## src/rtl/mmio_button_reader_if.sv

```systemverilog
// mmio_button_reader_if
//   CPU-side load/store bus for the button reader peripheral.
//   master : CPU (drives m_addr/rea/wea/m_data, receives rdata/rvalid[/irq])
//   slave  : peripheral
//   Signals:
//     m_addr [31:0]  byte address shared with the LED store decoder
//     rea            read strobe, one cycle per load
//     wea            write strobe
//     m_data [31:0]  write data
//     rdata  [31:0]  read data, valid while rvalid=1, held otherwise
//     rvalid         one-cycle pulse one clock after an accepted read
//     irq            interrupt request, only present when BTN_IRQ_EN is defined
interface mmio_button_reader_if;
  logic [31:0] m_addr;
  logic        rea;
  logic        wea;
  logic [31:0] m_data;
  logic [31:0] rdata;
  logic        rvalid;
`ifdef BTN_IRQ_EN
  logic        irq;

  modport master (output m_addr, rea, wea, m_data, input rdata, rvalid, irq);
  modport slave  (input m_addr, rea, wea, m_data, output rdata, rvalid, irq);
`else
  modport master (output m_addr, rea, wea, m_data, input rdata, rvalid);
  modport slave  (input m_addr, rea, wea, m_data, output rdata, rvalid);
`endif
endinterface

```

## src/rtl/mmio_button_reader.sv

```systemverilog
// mmio_button_reader
//   Memory-mapped push-button input peripheral. Each raw button goes through a
//   2-flop synchronizer and a stable-count debouncer; the debounced levels,
//   sticky rising-edge flags (clear-on-read) and a press counter are readable
//   over the CPU load bus.
//   Register map (byte offsets from BASE_ADDR, unused bits read 0):
//     0x0 LEVEL  debounced levels, read-only
//     0x4 FLAGS  sticky rising-edge flags, cleared by a read
//     0x8 COUNT  press counter (wraps), read-only
//     0xC MASK   irq mask when BTN_IRQ_EN is defined, otherwise reads 0
//   Ports:
//     clk       system clock
//     rst       asynchronous reset, active low
//     btn       raw asynchronous button levels [N_BTN-1:0]
//     bus       mmio_button_reader_if.slave (m_addr/rea/wea/m_data in,
//               rdata/rvalid out, irq out when BTN_IRQ_EN)
//   Optional feature macro: BTN_IRQ_EN (MASK register + registered irq).

// Per-button lane: synchronizer plus debouncer. level_o moves to the
// synchronized value once it has disagreed for DEBOUNCE_CYCLES consecutive
// cycles; rise_o flags the cycle in which level_o is about to go 0->1.
module mmio_button_debounce #(
  parameter int DEBOUNCE_CYCLES = 1000
) (
  input  logic clk,
  input  logic rst,
  input  logic btn_i,
  output logic level_o,
  output logic rise_o
);
  localparam int CW = $clog2(DEBOUNCE_CYCLES);
  localparam logic [CW-1:0] CNT_LAST = CW'(DEBOUNCE_CYCLES - 1);

  logic [1:0]    sync_q;
  logic          level_q, level_d;
  logic [CW-1:0] cnt_q, cnt_d;
  logic          sync_btn;

  assign sync_btn = sync_q[1];

  always_ff @(posedge clk or negedge rst) begin
    if (!rst) begin
      sync_q  <= '0;
      level_q <= 1'b0;
      cnt_q   <= '0;
    end else begin
      sync_q  <= {sync_q[0], btn_i};
      level_q <= level_d;
      cnt_q   <= cnt_d;
    end
  end

  // Any cycle that agrees with the accepted level restarts the count.
  always_comb begin
    level_d = level_q;
    cnt_d   = '0;
    rise_o  = 1'b0;
    if (sync_btn != level_q) begin
      if (cnt_q == CNT_LAST) begin
        level_d = sync_btn;
        rise_o  = sync_btn;
      end else begin
        cnt_d = cnt_q + 1'b1;
      end
    end
  end

  assign level_o = level_q;
endmodule

module mmio_button_reader #(
  parameter logic [31:0] BASE_ADDR       = 32'h3100,
  parameter int          N_BTN           = 8,
  parameter int          DEBOUNCE_CYCLES = 1000,
  parameter int          CNT_W           = 16
) (
  input  logic                clk,
  input  logic                rst,
  input  logic [N_BTN-1:0]    btn,
  mmio_button_reader_if.slave bus
);
  typedef enum logic [1:0] {
    REG_LEVEL = 2'd0,
    REG_FLAGS = 2'd1,
    REG_COUNT = 2'd2,
    REG_MASK  = 2'd3
  } reg_sel_e;

  logic [N_BTN-1:0] level, rise;
  logic [N_BTN-1:0] flag_q, flag_d;
  logic [CNT_W-1:0] cnt_q, cnt_d;
  logic [31:0]      rdata_q, rdata_d, rd_val;
  logic             rvalid_q, rvalid_d;
  logic [N_BTN-1:0] mask_q;
  logic [31:0]      off;
  logic             hit, rd_acc;
  reg_sel_e         sel;
  logic             unused_bus;

  for (genvar i = 0; i < N_BTN; i++) begin : g_lane
    mmio_button_debounce #(.DEBOUNCE_CYCLES(DEBOUNCE_CYCLES)) u_db (
      .clk    (clk),
      .rst    (rst),
      .btn_i  (btn[i]),
      .level_o(level[i]),
      .rise_o (rise[i])
    );
  end

  function automatic logic [CNT_W-1:0] popcnt(input logic [N_BTN-1:0] v);
    popcnt = '0;
    for (int i = 0; i < N_BTN; i++) popcnt = popcnt + CNT_W'(v[i]);
  endfunction

  // Offset trick: addresses below BASE wrap to huge offsets and fail the
  // upper-bits test, so one compare covers both range ends.
  assign off    = bus.m_addr - BASE_ADDR;
  assign hit    = (off[31:4] == 28'd0) && (off[1:0] == 2'd0);
  assign sel    = reg_sel_e'(off[3:2]);
  assign rd_acc = bus.rea && hit;

  always_comb begin
    rd_val = '0;
    case (sel)
      REG_LEVEL: rd_val[N_BTN-1:0] = level;
      REG_FLAGS: rd_val[N_BTN-1:0] = flag_q;
      REG_COUNT: rd_val[CNT_W-1:0] = cnt_q;
      REG_MASK:  rd_val[N_BTN-1:0] = mask_q;
      default:   rd_val = '0;
    endcase
  end

  // Clear first, then OR the new rises so a same-cycle edge survives the read.
  always_comb begin
    flag_d = flag_q;
    if (rd_acc && sel == REG_FLAGS) flag_d = '0;
    flag_d   = flag_d | rise;
    cnt_d    = cnt_q + popcnt(rise);
    rvalid_d = rd_acc;
    rdata_d  = rd_acc ? rd_val : rdata_q;
  end

  always_ff @(posedge clk or negedge rst) begin
    if (!rst) begin
      flag_q   <= '0;
      cnt_q    <= '0;
      rdata_q  <= '0;
      rvalid_q <= 1'b0;
    end else begin
      flag_q   <= flag_d;
      cnt_q    <= cnt_d;
      rdata_q  <= rdata_d;
      rvalid_q <= rvalid_d;
    end
  end

  assign bus.rdata  = rdata_q;
  assign bus.rvalid = rvalid_q;
  // Only the low N_BTN bits of write data matter, and only for MASK.
  assign unused_bus = ^{bus.wea, bus.m_data};

`ifdef BTN_IRQ_EN
  logic [N_BTN-1:0] mask_d;
  logic             irq_q, irq_d;
  logic             wr_mask;

  assign wr_mask = bus.wea && hit && (sel == REG_MASK);

  always_comb begin
    mask_d = wr_mask ? bus.m_data[N_BTN-1:0] : mask_q;
    irq_d  = |(flag_q & mask_q);
  end

  always_ff @(posedge clk or negedge rst) begin
    if (!rst) begin
      mask_q <= '0;
      irq_q  <= 1'b0;
    end else begin
      mask_q <= mask_d;
      irq_q  <= irq_d;
    end
  end

  assign bus.irq = irq_q;
`else
  assign mask_q = '0;
`endif
endmodule

```

## src/flat_wrapper.sv

```systemverilog
// flat-port wrapper written by rule: the top's interface ports become plain ports
module mmio_button_reader_flat 
#(
  parameter logic [31:0] BASE_ADDR       = 32'h3100,
  parameter int          N_BTN           = 8,
  parameter int          DEBOUNCE_CYCLES = 1000,
  parameter int          CNT_W           = 16
)
  (clk, rst, btn, bus_m_addr, bus_rea, bus_wea, bus_m_data, bus_rdata, bus_rvalid);
  mmio_button_reader_if bus_i ();
  input  logic clk;
  input  logic rst;
  input  logic [N_BTN-1:0] btn;
  input wire logic [$bits(bus_i.m_addr)-1:0] bus_m_addr;
  input wire logic [$bits(bus_i.rea)-1:0] bus_rea;
  input wire logic [$bits(bus_i.wea)-1:0] bus_wea;
  input wire logic [$bits(bus_i.m_data)-1:0] bus_m_data;
  output wire logic [$bits(bus_i.rdata)-1:0] bus_rdata;
  output wire logic [$bits(bus_i.rvalid)-1:0] bus_rvalid;
  assign bus_i.m_addr = bus_m_addr;
  assign bus_i.rea = bus_rea;
  assign bus_i.wea = bus_wea;
  assign bus_i.m_data = bus_m_data;
  assign bus_rdata = bus_i.rdata;
  assign bus_rvalid = bus_i.rvalid;
  mmio_button_reader #(.BASE_ADDR(BASE_ADDR), .N_BTN(N_BTN), .DEBOUNCE_CYCLES(DEBOUNCE_CYCLES), .CNT_W(CNT_W)) u_core (.clk(clk), .rst(rst), .btn(btn), .bus(bus_i));
endmodule
```

## config.mk

```make
export PLATFORM = sky130hd
export DESIGN_NAME = mmio_button_reader_flat
export DESIGN_NICKNAME = d
export VERILOG_FILES = /design/src/rtl/mmio_button_reader_if.sv /design/src/rtl/mmio_button_reader.sv /design/src/flat_wrapper.sv
export SDC_FILE = /design/constraint.sdc
export NUM_CORES = 1
export LEC_CHECK = 0
export CAP_MARGIN = 20
export CORE_AREA = 2 2 149 151
export CTS_BUF_LIST = sky130_fd_sc_hd__clkbuf_8
export DETAILED_ROUTE_END_ITERATION = 8
export DIE_AREA = 0 0 151 153
export HOLD_SLACK_MARGIN = 0.12
export SLEW_MARGIN = 15
export SYNTH_ARGS = -nofsm -noshare
export SYNTH_HDL_FRONTEND = slang
export SYNTH_SLANG_ARGS = --single-unit
```

## constraint.sdc

```tcl
create_clock -name clk -period 5.6 [get_ports clk]
set_input_delay 1.12 -clock clk [delete_from_list [all_inputs] [get_ports clk]]
set_output_delay 1.12 -clock clk [all_outputs]
set_load 0.005 [all_outputs]
```

==> out/results.md <==
| Parameter | This run | Unit |
| --- | --- | --- |
| Cts-stage hold buffer count | 0 | - |
| Most frequent cell after synthesis | sky130_fd_sc_hd__dfrtp_1 | - |
| Worst setup path startpoint | u_core.g_lane[0].u_db.cnt_q[0] | - |
| RSZ-0062 raised after global routing | no | - |
| Finished layout cell area | 8120 | um^2 |
| Final Hold Fails | 0 | - |
| IO Count | 109 | - |
| H-tree level count | 4 | - |
| Maximum clock frequency | 199 | MHz |
| Area of placed instances | 7590 | um^2 |
| Power density of the placed cells | 272 | nW/um^2 |
| Detailed-route vias per instance | 4.47 | - |
| Largest voltage drop on the vdd net | 0.000142 | V |
| Asr flop ratio synth | 100 | % |
| Crit Path Category | flip-flop to flip-flop | - |
| Synth Register Bits | 145 | - |
| Most used flip-flop cell after synthesis | sky130_fd_sc_hd__dfrtp_1 | - |
| WL final | 12,400 | um |
| Cell at the root of the clock tree | sky130_fd_sc_hd__clkbuf_8 | - |
| Period minus WS final | 5020 | ps |
| DIE HEIGHT | 153 | um |
| Dominant cells by area after synthesis | sky130_fd_sc_hd__dfrtp_1 54%, sky130_fd_sc_hd__xnor2_1 7.6%, sky130_fd_sc_hd__nor2_1 6.0%, sky130_fd_sc_hd__ha_1 3.7%, sky130_fd_sc_hd__xor2_1 3.5% | - |
| Worst Max-Slew Pin Slew | 806 | ps |
| Final cell count without fillers | 987 | - |
| Number of cells produced by synthesis | 626 | - |
| Startpoint types | flip-flop | - |
| Sort of element at the end of the critical path | flip-flop | - |
| Number of rows in the core area | 54 | - |
| Pin count of the biggest net entering global routing | 114 | - |
| Count of synthesis-stage warnings from yosys | 0 | - |
| Total leakage power | 0.00371 | uW |
| Number of max-capacitance violations reported | 0 | - |
| Maximum root-to-sink buffer count | 2 | - |
| Setup-failing EPs final | 0 | - |
| Clock slew seen by the registers of the worst setup and hold paths | 80 | ps |
| Buffers inserted during post-CTS setup optimization | 0 | - |
| Post-route clock skew | 12.8 | ps |
| Placed insts | 954 | - |
| First-pass GRT wire length | 20,900 | um |
| Number of buffer cells added on primary ports | 59 | - |
| Layout Nets | 794 | - |
| Total global routing overflow | 0 | - |
| Number of clock sinks seen by CTS | 145 | - |
| Final slew viol count | 0 | - |
| Final estimated routing congestion in global placement | 0.751 | - |
| Part of the Yosys area used for sequential elements | 53.7 | % |
| Maximum net fanout on the critical path | 5 | - |
| Final Hold Slack | 353 | ps |
| Total DRC errors in the routed layout | 0 | - |
| Number of global-route vias before repair | 4,376 | - |
| Core Box Area | 21,500 | um^2 |
| Post-DR wirelength/cell | 12.5 | um |
| Worst slew margin relative to its limit | 45.9 | % |
| Fraction of post-synthesis cell area in the top cell type by area | 53.7 | % |
| Overall routing resource usage | 11.3 | % |
| Mean area per synthesized cell | 10.8 | um^2 |
| DRC marker count from the first detailed-route iteration | 204 | - |
| Period Utilization, post-route | 89.7 | % |
| Overall die area | 23,100 | um^2 |
| CTS tree | done | - |
| # diodes | 0 | - |
| WP data required | 5980 | ps |
| FILL cells | 2,087 | - |
| Half-perimeter wire length of the detailed placement result | 8530 | um |
| Count of different cell masters after synthesis | 48 | - |
| Growth of design area from synthesis to finish | 20.2 | % |
| Critical R2R Launch | u_core.g_lane[0].u_db.cnt_q[0] | - |
| Run status | completed | - |
| Clock insertion delay at the later pin of the skew report | 450 | ps |
| Fraction of layout instances using a drive strength above 1 | 7.64 | % |
| Synth top cells by count | 145 x sky130_fd_sc_hd__dfrtp_1, 108 x sky130_fd_sc_hd__nor2_1, 59 x sky130_fd_sc_hd__xnor2_1, 32 x sky130_fd_sc_hd__and3_1 | - |
| Fin Setup TNS | 0 | ps |
| Source of the worst hold timing path | u_core.g_lane[1].u_db.sync_q[0] | - |
| Number of antenna violations at the first check in global routing | 0 | - |
| Initial Utilization | 31.5 | % |
| CTS-repair resized insts | 0 | - |
| Number of enable flip-flop cells after synthesis | 0 | - |
| DRT antenna net count | 0 | - |
| Via count | 4,410 | - |
| Horizontal die dimension | 151 | um |
| Post-Syn Area | 6760 | um^2 |
| Worst hold path class | flip-flop to flip-flop | - |
| Initial DRT Pass Iterations | 4 | - |
| Arrival @ worst endpoint | 5400 | ps |
| Cell type with the largest total area after synthesis | sky130_fd_sc_hd__dfrtp_1 | - |
| Number of buffers created by CTS | 17 | - |
[layer usage]
metal / vias up / track usage (%) / part of all wire, %
met5: - / 0 / 0
met2: 79 / 17.1 / 43
li1: 2211 / - / -
met4: 0 / 4.09 / 1.5
met1: 2106 / 15.1 / 50
met3: 14 / 3.52 / 5.5
[cell usage in the layout, fill, tap and decap left out, drive strengths merged, types with 8 or more instances in the layout]
| master | Yosys | final |
|---|---|---|
| nand2 | 22 | 22 |
| nand3 | 28 | 28 |
| xor2 | 27 | 27 |
| a22o | 8 | 8 |
| inv | 28 | 29 |
| o2bb2ai | 8 | 8 |
| o21ai | 10 | 10 |
| clkbuf | 8 | 20 |
| a21oi | 11 | 11 |
| conb | 1 | 16 |
| mux2 | 8 | 8 |
| and3 | 32 | 32 |
| clkdlybuf4s50 | 0 | 58 |
| ha | 20 | 20 |
| xnor2 | 59 | 59 |
| nor2 | 108 | 108 |
| mux2i | 9 | 9 |
| dfrtp | 145 | 145 |
| nor3 | 12 | 12 |
[report_power, final]
part	switching [uW]	internal, uW
Sequential	16.6	1070
Combinational	59.2	51.7
Clock	402	613
Total	478	1730
[cell type report]
| cell class | instances | area, um^2 | area share [%] |
|---|---|---|---|
| Clock buffer | 20 | 275 | 3.39 |
| Clock inverter | 12 | 226 | 2.79 |
| Inverter | 28 | 105 | 1.29 |
| Multi-Input combinational cell | 441 | 2910 | 35.8 |
| Sequential cell | 145 | 3630 | 44.7 |
| Tap cell | 280 | 350 | 4.31 |
| Timing Repair Buffer | 61 | 627 | 7.72 |
[state kept, by name, summed over array words and instances (netlist names)]
signal	cells
u_core.g_lane.u_db.level_o	8
u_core.bus.rdata	16
u_core.cnt_q	16
u_core.bus.rvalid	1
u_core.g_lane.u_db.sync_q	16
u_core.g_lane.u_db.cnt_q	80
u_core.flag_q	8
[cells by family after synthesis]
| logic type | count (synthesis) | share of synthesized area (%) |
|---|---|---|
| flops | 145 | 53.7 |
| other cells | 1 | 0.0555 |
| simple gates | 250 | 18.4 |
| compound gates | 48 | 5.04 |
| fa+ha+maj | 24 | 4.89 |
| buf+inv | 55 | 4.07 |
| mux | 17 | 2.67 |
| xor+xnor | 86 | 11.1 |
[critical path: stages, from the launching register on]
cell and delay (ps):
sky130_fd_sc_hd__dfrtp_1 380, sky130_fd_sc_hd__ha_1 230, sky130_fd_sc_hd__nand3_1 160, sky130_fd_sc_hd__nor4_1 250
sky130_fd_sc_hd__nand3b_1 110, sky130_fd_sc_hd__nor3b_1 280, sky130_fd_sc_hd__ha_1 280, sky130_fd_sc_hd__inv_1 70
sky130_fd_sc_hd__fa_1 420, sky130_fd_sc_hd__fa_1 570, sky130_fd_sc_hd__fa_1 420, sky130_fd_sc_hd__inv_1 80
sky130_fd_sc_hd__ha_1 190, sky130_fd_sc_hd__inv_1 60, sky130_fd_sc_hd__fa_1 410, sky130_fd_sc_hd__nor2b_1 120
sky130_fd_sc_hd__o21ai_0 120, sky130_fd_sc_hd__a21oi_1 430, sky130_fd_sc_hd__and3_1 230, sky130_fd_sc_hd__xor2_1 140
[stage by stage]
step           utilization [%]  power, uW  worst slack, ps
2_1_floorplan                -       1160             1100
3_3_place_gp              35.3       1210              644
3_5_place_dp              35.3       1210              575
4_1_cts                   37.7       2240              562
5_1_grt                   37.8       2300             45.8
6_report                  37.8       2210              576
[final timing paths]
path,end,slack (ps),cells past startpoint
hold / removal,u_core.g_lane[1].u_db.sync_q[1],350,0
min in group asynchronous,u_core.g_lane[1].u_db.cnt_q[7],540,1
hold reg to reg,u_core.g_lane[1].u_db.sync_q[1],350,0
setup reg to reg,u_core.cnt_q[10],580,19
max in group asynchronous,u_core.g_lane[2].u_db.cnt_q[4],3880,3
setup / recovery,u_core.cnt_q[10],580,19
Power figures use the tool's default switching activity.
